==> src/rtl/instr_fetch_if.sv <==
// Fetch-unit bus bundle: instruction memory port, controller handshake and branch redirect.
// The master modport is the fetch unit; the slave modport is the memory/controller side.
interface instr_fetch_if #(
    parameter int ADDR_W  = 8,
    parameter int INSTR_W = 16
);
    logic [ADDR_W-1:0]  start_pc;
    logic [ADDR_W-1:0]  mem_addr;
    logic               mem_rd;
    logic [INSTR_W-1:0] mem_rdata;
    logic [INSTR_W-1:0] instr;
    logic [ADDR_W-1:0]  instr_pc;
    logic               instr_valid;
    logic               instr_ready;
    logic               redirect;
    logic [ADDR_W-1:0]  redirect_pc;
    logic               halted;

    modport master (
        input  start_pc, mem_rdata, instr_ready, redirect, redirect_pc,
        output mem_addr, mem_rd, instr, instr_pc, instr_valid, halted
    );

    modport slave (
        output start_pc, mem_rdata, instr_ready, redirect, redirect_pc,
        input  mem_addr, mem_rd, instr, instr_pc, instr_valid, halted
    );
endinterface

==> src/rtl/instr_fetch_unit.sv <==
// Instruction fetch stage: owns the PC, reads a synchronous-read instruction memory and presents
// one instruction at a time over valid/ready, with branch redirect and a sticky HALT stop.
module instr_fetch_unit #(
    parameter int         ADDR_W  = 8,
    parameter int         INSTR_W = 16,
    parameter logic [2:0] HALT_OP = 3'b111
) (
    input  logic          clk,
    input  logic          rst_n,
    instr_fetch_if.master bus
);

    typedef enum logic [2:0] {
        S_LOAD = 3'd0,
        S_REQ  = 3'd1,
        S_WAIT = 3'd2,
        S_HOLD = 3'd3,
        S_HALT = 3'd4
    } state_t;

    state_t             state_q, state_d;
    logic [ADDR_W-1:0]  pc_q, pc_d;
    logic [INSTR_W-1:0] instr_q, instr_d;
    logic [ADDR_W-1:0]  instr_pc_q, instr_pc_d;
    logic               instr_valid_q, instr_valid_d;
    logic               halted_q, halted_d;
    logic               is_halt_s;

    assign is_halt_s = (instr_q[INSTR_W-1 -: 3] == HALT_OP);

    // Next-state logic; redirect outranks the ready handshake in every state that honours it.
    always_comb begin
        state_d       = state_q;
        pc_d          = pc_q;
        instr_d       = instr_q;
        instr_pc_d    = instr_pc_q;
        instr_valid_d = instr_valid_q;
        halted_d      = halted_q;
        case (state_q)
            S_LOAD: begin
                pc_d    = bus.start_pc;
                state_d = S_REQ;
            end
            S_REQ: begin
                if (bus.redirect) begin
                    pc_d    = bus.redirect_pc;
                    state_d = S_REQ;
                end else begin
                    state_d = S_WAIT;
                end
            end
            S_WAIT: begin
                // A redirect here drops the word already in flight from memory.
                if (bus.redirect) begin
                    pc_d    = bus.redirect_pc;
                    state_d = S_REQ;
                end else begin
                    instr_d       = bus.mem_rdata;
                    instr_pc_d    = pc_q;
                    instr_valid_d = 1'b1;
                    state_d       = S_HOLD;
                end
            end
            S_HOLD: begin
                if (bus.redirect) begin
                    pc_d          = bus.redirect_pc;
                    instr_valid_d = 1'b0;
                    state_d       = S_REQ;
                end else if (bus.instr_ready) begin
                    instr_valid_d = 1'b0;
                    if (is_halt_s) begin
                        halted_d = 1'b1;
                        state_d  = S_HALT;
                    end else begin
                        pc_d    = pc_q + ADDR_W'(1);
                        state_d = S_REQ;
                    end
                end else begin
                    state_d = S_HOLD;
                end
            end
            S_HALT: begin
                state_d = S_HALT;
            end
            default: begin
                state_d       = S_LOAD;
                instr_valid_d = 1'b0;
            end
        endcase
    end

    // State and output registers, cleared asynchronously.
    always_ff @(posedge clk or negedge rst_n) begin
        if (!rst_n) begin
            state_q       <= S_LOAD;
            pc_q          <= '0;
            instr_q       <= '0;
            instr_pc_q    <= '0;
            instr_valid_q <= 1'b0;
            halted_q      <= 1'b0;
        end else begin
            state_q       <= state_d;
            pc_q          <= pc_d;
            instr_q       <= instr_d;
            instr_pc_q    <= instr_pc_d;
            instr_valid_q <= instr_valid_d;
            halted_q      <= halted_d;
        end
    end

    assign bus.mem_rd      = (state_q == S_REQ);
    assign bus.mem_addr    = pc_q;
    assign bus.instr       = instr_q;
    assign bus.instr_pc    = instr_pc_q;
    assign bus.instr_valid = instr_valid_q;
    assign bus.halted      = halted_q;

endmodule

==> src/flat_wrapper.sv <==
// flat-port wrapper written by rule: the top's interface ports become plain ports
module instr_fetch_unit_flat 
#(
    parameter int         ADDR_W  = 8,
    parameter int         INSTR_W = 16,
    parameter logic [2:0] HALT_OP = 3'b111
)
  (clk, rst_n, bus_start_pc, bus_mem_rdata, bus_instr_ready, bus_redirect, bus_redirect_pc, bus_mem_addr, bus_mem_rd, bus_instr, bus_instr_pc, bus_instr_valid, bus_halted);
  instr_fetch_if #(.ADDR_W(ADDR_W), .INSTR_W(INSTR_W)) bus_i ();
  input  logic clk;
  input  logic rst_n;
  input wire logic [$bits(bus_i.start_pc)-1:0] bus_start_pc;
  input wire logic [$bits(bus_i.mem_rdata)-1:0] bus_mem_rdata;
  input wire logic [$bits(bus_i.instr_ready)-1:0] bus_instr_ready;
  input wire logic [$bits(bus_i.redirect)-1:0] bus_redirect;
  input wire logic [$bits(bus_i.redirect_pc)-1:0] bus_redirect_pc;
  output wire logic [$bits(bus_i.mem_addr)-1:0] bus_mem_addr;
  output wire logic [$bits(bus_i.mem_rd)-1:0] bus_mem_rd;
  output wire logic [$bits(bus_i.instr)-1:0] bus_instr;
  output wire logic [$bits(bus_i.instr_pc)-1:0] bus_instr_pc;
  output wire logic [$bits(bus_i.instr_valid)-1:0] bus_instr_valid;
  output wire logic [$bits(bus_i.halted)-1:0] bus_halted;
  assign bus_i.start_pc = bus_start_pc;
  assign bus_i.mem_rdata = bus_mem_rdata;
  assign bus_i.instr_ready = bus_instr_ready;
  assign bus_i.redirect = bus_redirect;
  assign bus_i.redirect_pc = bus_redirect_pc;
  assign bus_mem_addr = bus_i.mem_addr;
  assign bus_mem_rd = bus_i.mem_rd;
  assign bus_instr = bus_i.instr;
  assign bus_instr_pc = bus_i.instr_pc;
  assign bus_instr_valid = bus_i.instr_valid;
  assign bus_halted = bus_i.halted;
  instr_fetch_unit #(.ADDR_W(ADDR_W), .INSTR_W(INSTR_W), .HALT_OP(HALT_OP)) u_core (.clk(clk), .rst_n(rst_n), .bus(bus_i));
endmodule
==> config.mk <==
export PLATFORM = sky130hd
export DESIGN_NAME = instr_fetch_unit_flat
export DESIGN_NICKNAME = d
export VERILOG_FILES = /design/src/rtl/instr_fetch_if.sv /design/src/rtl/instr_fetch_unit.sv /design/src/flat_wrapper.sv
export SDC_FILE = /design/constraint.sdc
export NUM_CORES = 1
export LEC_CHECK = 0
export ABC_AREA = 0
export ABC_CLOCK_PERIOD_IN_PS = 2950
export BUFFER_PORTS_ARGS = -buffer_cell sky130_fd_sc_hd__buf_4
export CORE_MARGIN = 2
export CORE_UTILIZATION = 39
export DETAILED_ROUTE_END_ITERATION = 10
export MAX_ROUTING_LAYER = met4
export PLACE_DENSITY = 0.64
export SYNTH_ARGS = -nofsm -noshare
export SYNTH_HDL_FRONTEND = slang
export SYNTH_SLANG_ARGS = --single-unit
==> constraint.sdc <==
create_clock -name clk -period 2.95 [get_ports clk]
set_input_delay 0.1475 -clock clk [delete_from_list [all_inputs] [get_ports clk]]
set_output_delay 0.1475 -clock clk [all_outputs]
set_load 0.01 [all_outputs]
; ---- Word-level counts from Yosys, hierarchy flattened
; Index checks and enable logic that the tools add are counted.
[word_totals]
regBits = 37
input_bits = 36
out_inout_bits = 35
elab_cells = 41
[op_classes]
add_sub_neg = 1
n_eq_ne = 9
mux = 15
bitwise_logic = 2
n_reduce_logical = 8
[op_table]
columns = operator, n
row1 = $mux 8, 4
row2 = $pmux 8 s3, 1
row3 = $pmux 3 s5, 1
row4 = $mux 3, 3
row5 = $add 8x1->8 const B, 1
row6 = $reduce_and 4->1, 2
row7 = $eq 3x2->1 const B, 2
row8 = $eq 3x3->1 const B, 2
row9 = $ne 3x3->1 const B, 2
row10 = $mux 2, 2
row11 = $eq 3x1->1 const B, 1
row12 = $logic_not 3->1, 1
row13 = $mux 1, 3
row14 = $pmux 1 s3, 1
row15 = $reduce_and 3->1, 1
row16 = $reduce_bool 3->1, 1
row17 = $reduce_or 3->1, 1
row18 = $ne 2x1->1 const B, 1
row19 = $ne 2x2->1 const B, 1
row20 = $not 1->1, 2
row21 = $reduce_and 2->1, 1
row22 = $reduce_or 2->1, 1

; ---- Depth between registers and ports, before layout
; Gate-level depths: netlist of the first run.
[depth]
depth_word = 5
ltp_mapped = 7
mapped_depth_nobuf = 5

; ---- Worst setup path before layout of the first run
; No wires, ideal clock.
[synth_timing]
kind = register to register
start = reg u_core.state_q[2]
end = reg u_core.instr_q[15] (netlist: u_core.bus.instr[15])
setup_time_ns = 0.125
t_arrival_ns = 1.480
path_slack_ns = 1.345
path_stages_with_launch = 5
period_less_slack_ns = 1.605
cell_sequence = dfrtp_1 > nand2b_1 > nor3_2 > buf_4 > mux2_2
[synth_via]
elab_chain_len = 2
[synth_lines]
columns = item, line
row1 = from (decl), instr_fetch_unit.sv:21  ; state_t state_q, state_d;
row2 = from (signal assigned), instr_fetch_unit.sv:102  ; state_q <= state_d;
row3 = $eq 3x2->1, instr_fetch_unit.sv:39  ; case (state_q)
row4 = $reduce_and 2->1 (no line), -
row5 = to (signal assigned), instr_fetch_unit.sv:104  ; instr_q <= instr_d;
row6 = to (decl), instr_fetch_unit.sv:23  ; logic [INSTR_W-1:0] instr_q, instr_d;
; No other way between the ends.
; A chain may end at the register's enable or synchronous reset.

; ---- Final worst setup path of the first run
[layout_timing]
start = reg u_core.state_q[0]
end = reg u_core.pc_q[5] (netlist: u_core.bus.mem_addr[5])
[layout_via]
elab_chain_len = 4
elab_cells_between_ends = 11
[layout_lines]
columns = item, line
row1 = $eq 3x1->1 or $eq 3x2->1 (tied branches), instr_fetch_unit.sv:39
row2 = $reduce_or 2->1 (no line), -
row3 = $ne 2x1->1 (no line) or $reduce_bool 3->1 (tied branches), -
row4 = $reduce_and 4->1 (no line), -
row5 = to (signal assigned), instr_fetch_unit.sv:103  ; pc_q <= pc_d;
row6 = to (decl), instr_fetch_unit.sv:22  ; logic [ADDR_W-1:0] pc_q, pc_d;
; Parallel ways exist; a longest one is shown, timed or not.

==> impl_results.md, run 1 <==
- First-pass GRT wire length: about 7000 µm
- Pint: 1.41 mW
- Clock latency at the later pin of the worst-skew pair: ~0.29 ns
- Critical path data arrival time: 2.33 ns
- Sequential power share: 0.428
- Synth Area in Adders: 0.00696
- Worst Hold Class: in -> reg
- Diodes inserted: 0
- Crit end category: flop
- DP Wirelength: 3230 µm
- Post-CTS setup buffer count: 0
- EDFF count, synth: 0
- Synth Area per Inst: 11.3 µm²
- CTS H-tree depth: 2
- Vias in the first global route: 1,487
- DR WL/cell: 15.2 µm
- Sw Pwr: ~710 µW
- Die extent in y: between 70 and 80 µm
- Final Cycle Share: 0.728
- Synth Area in Compound Gates: 0.163
- Final setup viols: 0
- CP required: 3.13 ns
- Measured slew at the worst slew-check pin: roughly 0.57 ns
- Clk pwr share: 0.168
- Die Span X: 71.9 µm
- Peak fanout along the critical path: 17
- Crit path buf inv count: 1
- WS Path Type: reg -> reg
- CTS Sinks: 37
- VDD IR-drop max: 0.484 mV
- Num CTS Buffers: 5
- Core area: 4380 µm²
- Largest net degree at the start of global routing: 38
- Simple-Gate Fraction of Synth Area: 0.127
- Pwr Density: 857 nW/µm²
- Vias per inst: 5.37
- P&R area growth vs syn: 37.8%
- Power share of the combinational group: 0.404
- Post-synthesis cell count: ~160
- Max Root-Sink Buffers: 2
- Routability Congestion: 0.950
- CTS Root Buffer Type: clkbuf_8
- Sw frac: 0.337
- Fin crit period: 2.15 ns
- Die ar.: 5170 µm²
- Layout cells sized above 1: 0.413
- Placed cell area: 2380 µm²
- Post-synthesis sequential element count: 37
- DRT Pass-1 Iters: 4
- Ports: ~70
- DRC errors left: 0
- Top_reg_cell synth: dfrtp_1
- GRT overflow: 0
- Largest family of logic cells by synthesized area: compound AO/OA/AOI/OAI gates
- CP startpoint kind: flop
- Syn_nets: 196
- Slowest CP cell: dfrtp_1
- Vias: about 1,500
- Tot Pwr: 2.12 mW
- Leak pwr: between 1 and 1.5 nW
- Max Clock Skew: 0.00720 ns
- Antenna Nets Post-Route: 0
- GRT Overall Usage: 0.183
- Setup TNS: 0 ns
- Post-Route WL: 4280 µm
- CTS tree: built
- Iteration-0 DRC Markers: 122
- Final std cells w/o fill: 282
- Slew headroom: 0.616
- Initial core utilization: 0.410
- Layout net count: 267
- Slew Limit Fails: 0
- Fin. Hold Viols: 0
- FP Rows: 24
- Clock-pin slew on the worst setup and hold paths: ~0.07 ns
- Design area: approximately 2500 µm²
- CP top delay family: compound AO/OA/AOI/OAI gates
- RSZ-0062 raised after global routing: no
- Yosys cell types: 40
- Worst path max stage delay: roughly 0.59 ns
- Post-synthesis async set-or-reset flop share: 1.00
- Sequential share of the synthesized area: 0.515
- Post-Syn Area: around 1800 µm²
- Status: finished clean
- Fmax: 0.466 GHz
- Post-CTS Resized: 0
- Max cap viols: 0
- CP Cell Sequence: o21bai_2 > a311oi_2 > nor3_2 > buf_4 > a21bo_1 > a22o_1
- Number of port buffers: 70
- Hold_buf cts: 1
- Xor/xnor cell area share of the yosys netlist: 0.00487
- Placed cells: around 270
- Antenna violations before repair: 0
- Mux contribution to synthesized area: 0.150
- Syn. warnings: 0
-- per-stage QoR --
step / utilization / setup WS (ns) / hold slack [ns]
3_5_place_dp: 0.542 / 0.826 / 0.143
3_3_place_gp: 0.542 / 0.937 / 0.139
6_report: 0.565 / 0.803 / 0.0690
5_1_grt: 0.565 / 0.669 / 0.0555
2_1_floorplan: - / 1.34 / -0.148
4_1_cts: 0.565 / 0.814 / 0.0577
-- cell usage after synthesis (3+ instances only) --
master	n	share of area
dfrtp_1	37	0.51
mux2_1	13	0.081
nor2_1	12	0.025
mux2_2	11	0.069
a21oi_1	10	0.028
nand2_1	7	0.015
o21ai_0	6	0.017
a22o_1	5	0.024
o21bai_1	5	0.021
and3_1	4	0.014
inv_1	4	0.0083
nor3b_1	4	0.017
buf_2	3	0.0083
clkbuf_1	3	0.0063
nand3_1	3	0.0083
o22ai_1	3	0.010
-- power by group through the flow --
stage,logic (mW),clock network [mW],registers [mW]
floorplan,0.327,0,0.972
global placement,0.858,0,0.901
detailed placement,0.872,0,0.917
CTS,0.873,0.373,0.910
global route,0.926,0.396,0.950
finish,0.858,0.356,0.909
-- registers in the layout, indices dropped and copies added, names as in the netlist --
name                    flops
u_core.state_q              3
u_core.bus.instr_pc         8
u_core.bus.instr_valid      1
u_core.bus.halted           1
u_core.bus.mem_addr         8
u_core.bus.instr           16
-- layout by cell type (no fill, tap or decap), types with 2 or more instances in the layout --
| master | count |
|---|---|
| buf_4 | 71 |
| dfrtp_1 | 37 |
| mux2_1 | 13 |
| nor2_1 | 12 |
| mux2_2 | 11 |
| a21oi_1 | 10 |
| nand2_1 | 7 |
| o21ai_0 | 6 |
| clkbuf_8 | 6 |
| o21bai_1 | 5 |
| a22o_1 | 5 |
| nor3b_1 | 4 |
| inv_1 | 4 |
| and3_1 | 4 |
| nand3_1 | 3 |
| o22ai_1 | 3 |
| nand2b_1 | 2 |
| or2_1 | 2 |
| o32ai_1 | 2 |
-- worst register-to-register path, cell delays in order (launching register included) --
cell	delay [ns]
dfrtp_1	0.59
o21bai_2	0.32
a311oi_2	0.10
nor3_2	0.41
buf_4	0.24
a21bo_1	0.21
a22o_1	0.17
-- final timing paths --
kind / cells past startpoint / slack (ns) / endpoint / startpoint
max: 6 / 0.80 / u_core.bus.mem_addr[5] / u_core.state_q[0]
min: 2 / 0.07 / u_core.bus.instr[10] / bus_mem_rdata[10]
max reg2reg: 6 / 0.80 / u_core.bus.mem_addr[5] / u_core.state_q[0]
min reg2reg: 1 / 0.47 / u_core.bus.halted / u_core.bus.halted
max in group asynchronous: 2 / 2.27 / u_core.bus.instr[7] / rst_n
min in group asynchronous: 2 / 0.35 / u_core.state_q[1] / rst_n
-- routing by layer --
metal  track usage  wire length [µm]  vias up
li1              -                 -      721
met4        0.0818                80        0
met5             -                 0        -
met1         0.227              1810      722
met3        0.0542               311        8
met2         0.279              2070       64
-- cell families after synthesis --
group                    count (synthesis)
adder cells (fa/ha/maj)                  1
AND/OR/NAND/NOR                         42
multiplexers                            24
XOR/XNOR                                 1
flip-flops                              37
buffers and inverters                   13
AO/OA/AOI/OAI                           41
-- cell type report --
| type | count | area [µm²] |
|---|---|---|
| Multi-Input combinational cell | 109 | 818 |
| Timing Repair Buffer | 73 | 563 |
| Tap cell | 52 | 65.1 |
| Fill cell | 391 | 1910 |
| Clock buffer | 6 | 82.6 |
| Inverter | 4 | 15.0 |
| Sequential cell | 37 | 926 |
| Clock inverter | 1 | 7.51 |
Note: power is estimated with default switching activity, not from simulation.
==> run 2, diff against run 1 <==
- ABC_CLOCK_PERIOD_IN_PS: 2950 -> 1800
- PLACE_DENSITY: 0.64 -> 0.67
- clock period: 2.95 -> 1.8 ns (I/O delays scaled with it)
==> impl_results.md, run 2 (synthesized netlist as in run 1, its figures left out) <==
- Vias: 1,493 (-1.5%)
- Fin crit period: 1.70 ns (-0.446 ns)
- Max Root-Sink Buffers: 2 (unchanged)
- DRT Pass-1 Iters: 4 (unchanged)
- Measured slew at the worst slew-check pin: 0.469 ns (-0.106 ns)
- Die ar.: 5170 µm² (unchanged)
- Setup TNS: 0 ns (unchanged)
- Ports: 71 (unchanged)
- RSZ-0062 raised after global routing: no
- First-pass GRT wire length: 6840 µm (-2.4%)
- Critical path data arrival time: 1.88 ns (-0.45 ns)
- DRC errors left: 0 (unchanged)
- Core area: 4380 µm² (unchanged)
- Placed cell area: 2440 µm² (+2.5%)
- Sw Pwr: 1.16 mW (+62%)
- Final Cycle Share: 0.945 (+0.217)
- Die extent in y: 71.9 µm (unchanged)
- DR WL/cell: 14.5 µm (-4.1%)
- Slew Limit Fails: 0 (unchanged)
- Largest net degree at the start of global routing: 38 (unchanged)
- GRT Overall Usage: 0.179 (-0.00437)
- Fillers: 409 (+4.6%)
- Fin. Hold Viols: 0 (unchanged)
- Sequential power share: 0.417 (-0.011)
- Slew headroom: 0.688 (+0.0716)
- Antenna violations before repair: 0 (unchanged)
- P&R area growth vs syn: 41.1%
- Vias per inst: 5.15 (-4.2%)
- Leak pwr: 1.21 nW (+3.5%)
- Fmax: 0.588 GHz (+26%)
- GRT overflow: 0 (unchanged)
- Pwr Density: 1380 nW/µm² (+61%)
- Diodes inserted: 0 (unchanged)
- CP startpoint kind: flop
- Post-CTS setup buffer count: 0 (unchanged)
- Hold_buf cts: 1 (unchanged)
- Vias in the first global route: 1,441 (-3.1%)
- Layout net count: 275 (+3.0%)
- Final setup viols: 0 (unchanged)
- Clk pwr share: 0.167 (about the same)
- Fin util: 0.579 (+0.0137)
- DP Wirelength: 3160 µm (-2.0%)
- Crit end category: flop
- CTS Sinks: 37 (unchanged)
- Reg-to-Reg Start: u_core.state_q[1]
- Max reg flops: 16 (unchanged)
- Sw frac: 0.332 (-0.00473)
- CP required: 1.98 ns (-1.15 ns)
- Routability Congestion: 0.895 (-5.8%)
- Design area: 2540 µm² (+2.4%)
- Pint: 2.33 mW (+66%)
- Power share of the combinational group: 0.416 (+0.012)
- CTS tree: built
- Number of port buffers: 70 (unchanged)
- Post-CTS Resized: 0 (unchanged)
- Max Clock Skew: 0.00900 ns (+0.00180 ns)
- Tot Pwr: 3.49 mW (+64%)
- Initial core utilization: 0.410 (unchanged)
- CP Launch Point: u_core.state_q[1]
- VDD IR-drop max: 0.752 mV (+55%)
- Layout cells sized above 1: 0.433 (+0.0197)
- Iteration-0 DRC Markers: 112 (-8.2%)
- CTS Root Buffer Type: clkbuf_8
- Clock latency at the later pin of the worst-skew pair: 0.29 ns (about the same)
- Peak fanout along the critical path: 7 (-10)
- CTS H-tree depth: 2 (unchanged)
- Hold path start: bus_mem_rdata[3]
- FP Rows: 24 (unchanged)
- WS Path Type: reg -> reg
- Antenna Nets Post-Route: 0 (unchanged)
- Num CTS Buffers: 5 (unchanged)
- Most frequent cells in the layout: buf_4, dfrtp_1, mux2_1
- Max cap viols: 0 (unchanged)
- Status: finished clean
- Worst Hold Class: in -> reg
- Clock-pin slew on the worst setup and hold paths: 0.07 ns (about the same)
- Post-Route WL: 4220 µm (-1.4%)
- Commonest non-fill, non-tap cell in the layout: buf_4
- Die Span X: 71.9 µm (unchanged)
[run 2: cell count changes in the layout (fill, tap and decap cells not counted), sizes merged]
cell | previous run | this run
buf | 72 | 80
[run 2: per-stage QoR]
stage               std cells  hold slack [ns]  setup WS [ns]
finish                    290           0.0158         0.0995
global route              290          0.00395        0.00514
global placement          282           0.0905          0.131
floorplan                 159           -0.206          0.195
CTS                       290          0.00798         0.0925
detailed placement        282           0.0827         0.0919
[run 2: path summary, 6_finish.rpt]
| path | endpoint | slack [ns] | depth (start not counted) |
|---|---|---|---|
| max | u_core.bus.mem_addr[2] | 0.1 | 6 |
| min reg2reg | u_core.bus.halted | 0.47 | 1 |
| max reg2reg | u_core.bus.mem_addr[2] | 0.1 | 6 |
| max in group asynchronous | u_core.bus.halted | 1.17 | 2 |
| min | u_core.bus.instr[3] | 0.02 | 2 |
| min in group asynchronous | u_core.bus.mem_addr[0] | 0.29 | 2 |
[run 2: area by class of cell]
| class | instances | area, µm² | share of cell area |
|---|---|---|---|
| inverter | 4 | 15.0 | 0.00592 |
| clock inverter | 1 | 7.51 | 0.00296 |
| sequential | 37 | 926 | 0.365 |
| clock buffer | 6 | 82.6 | 0.0325 |
| multi-input combinational | 109 | 818 | 0.322 |
| tap | 52 | 65.1 | 0.0256 |
| timing repair buffer | 81 | 623 | 0.246 |
[run 2: power by group through the flow]
stage                     sequential [mW]  combinational (mW)  clock (mW)
after floorplan                      1.59               0.536           0
after global placement               1.46                1.46           0
after detailed placement             1.47                1.47           0
after CTS                            1.46                1.48       0.611
after global routing                 1.52                1.58       0.641
final                                1.45                1.45       0.584
[run 2: metal layers]
| layer | global-route usage | share of wire |
|---|---|---|
| met5 | - | 0 |
| met4 | 0.0629 | 0.018 |
| met3 | 0.0500 | 0.059 |
| met2 | 0.286 | 0.51 |
| met1 | 0.219 | 0.42 |
[run 2: critical path: stages (launching register included)]
cell and delay [ns]:
dfrtp_1 0.46, buf_4 0.19, nand2b_1 0.14, or2_1 0.25, nor3b_1 0.08, a221o_1 0.26
a22o_1 0.22
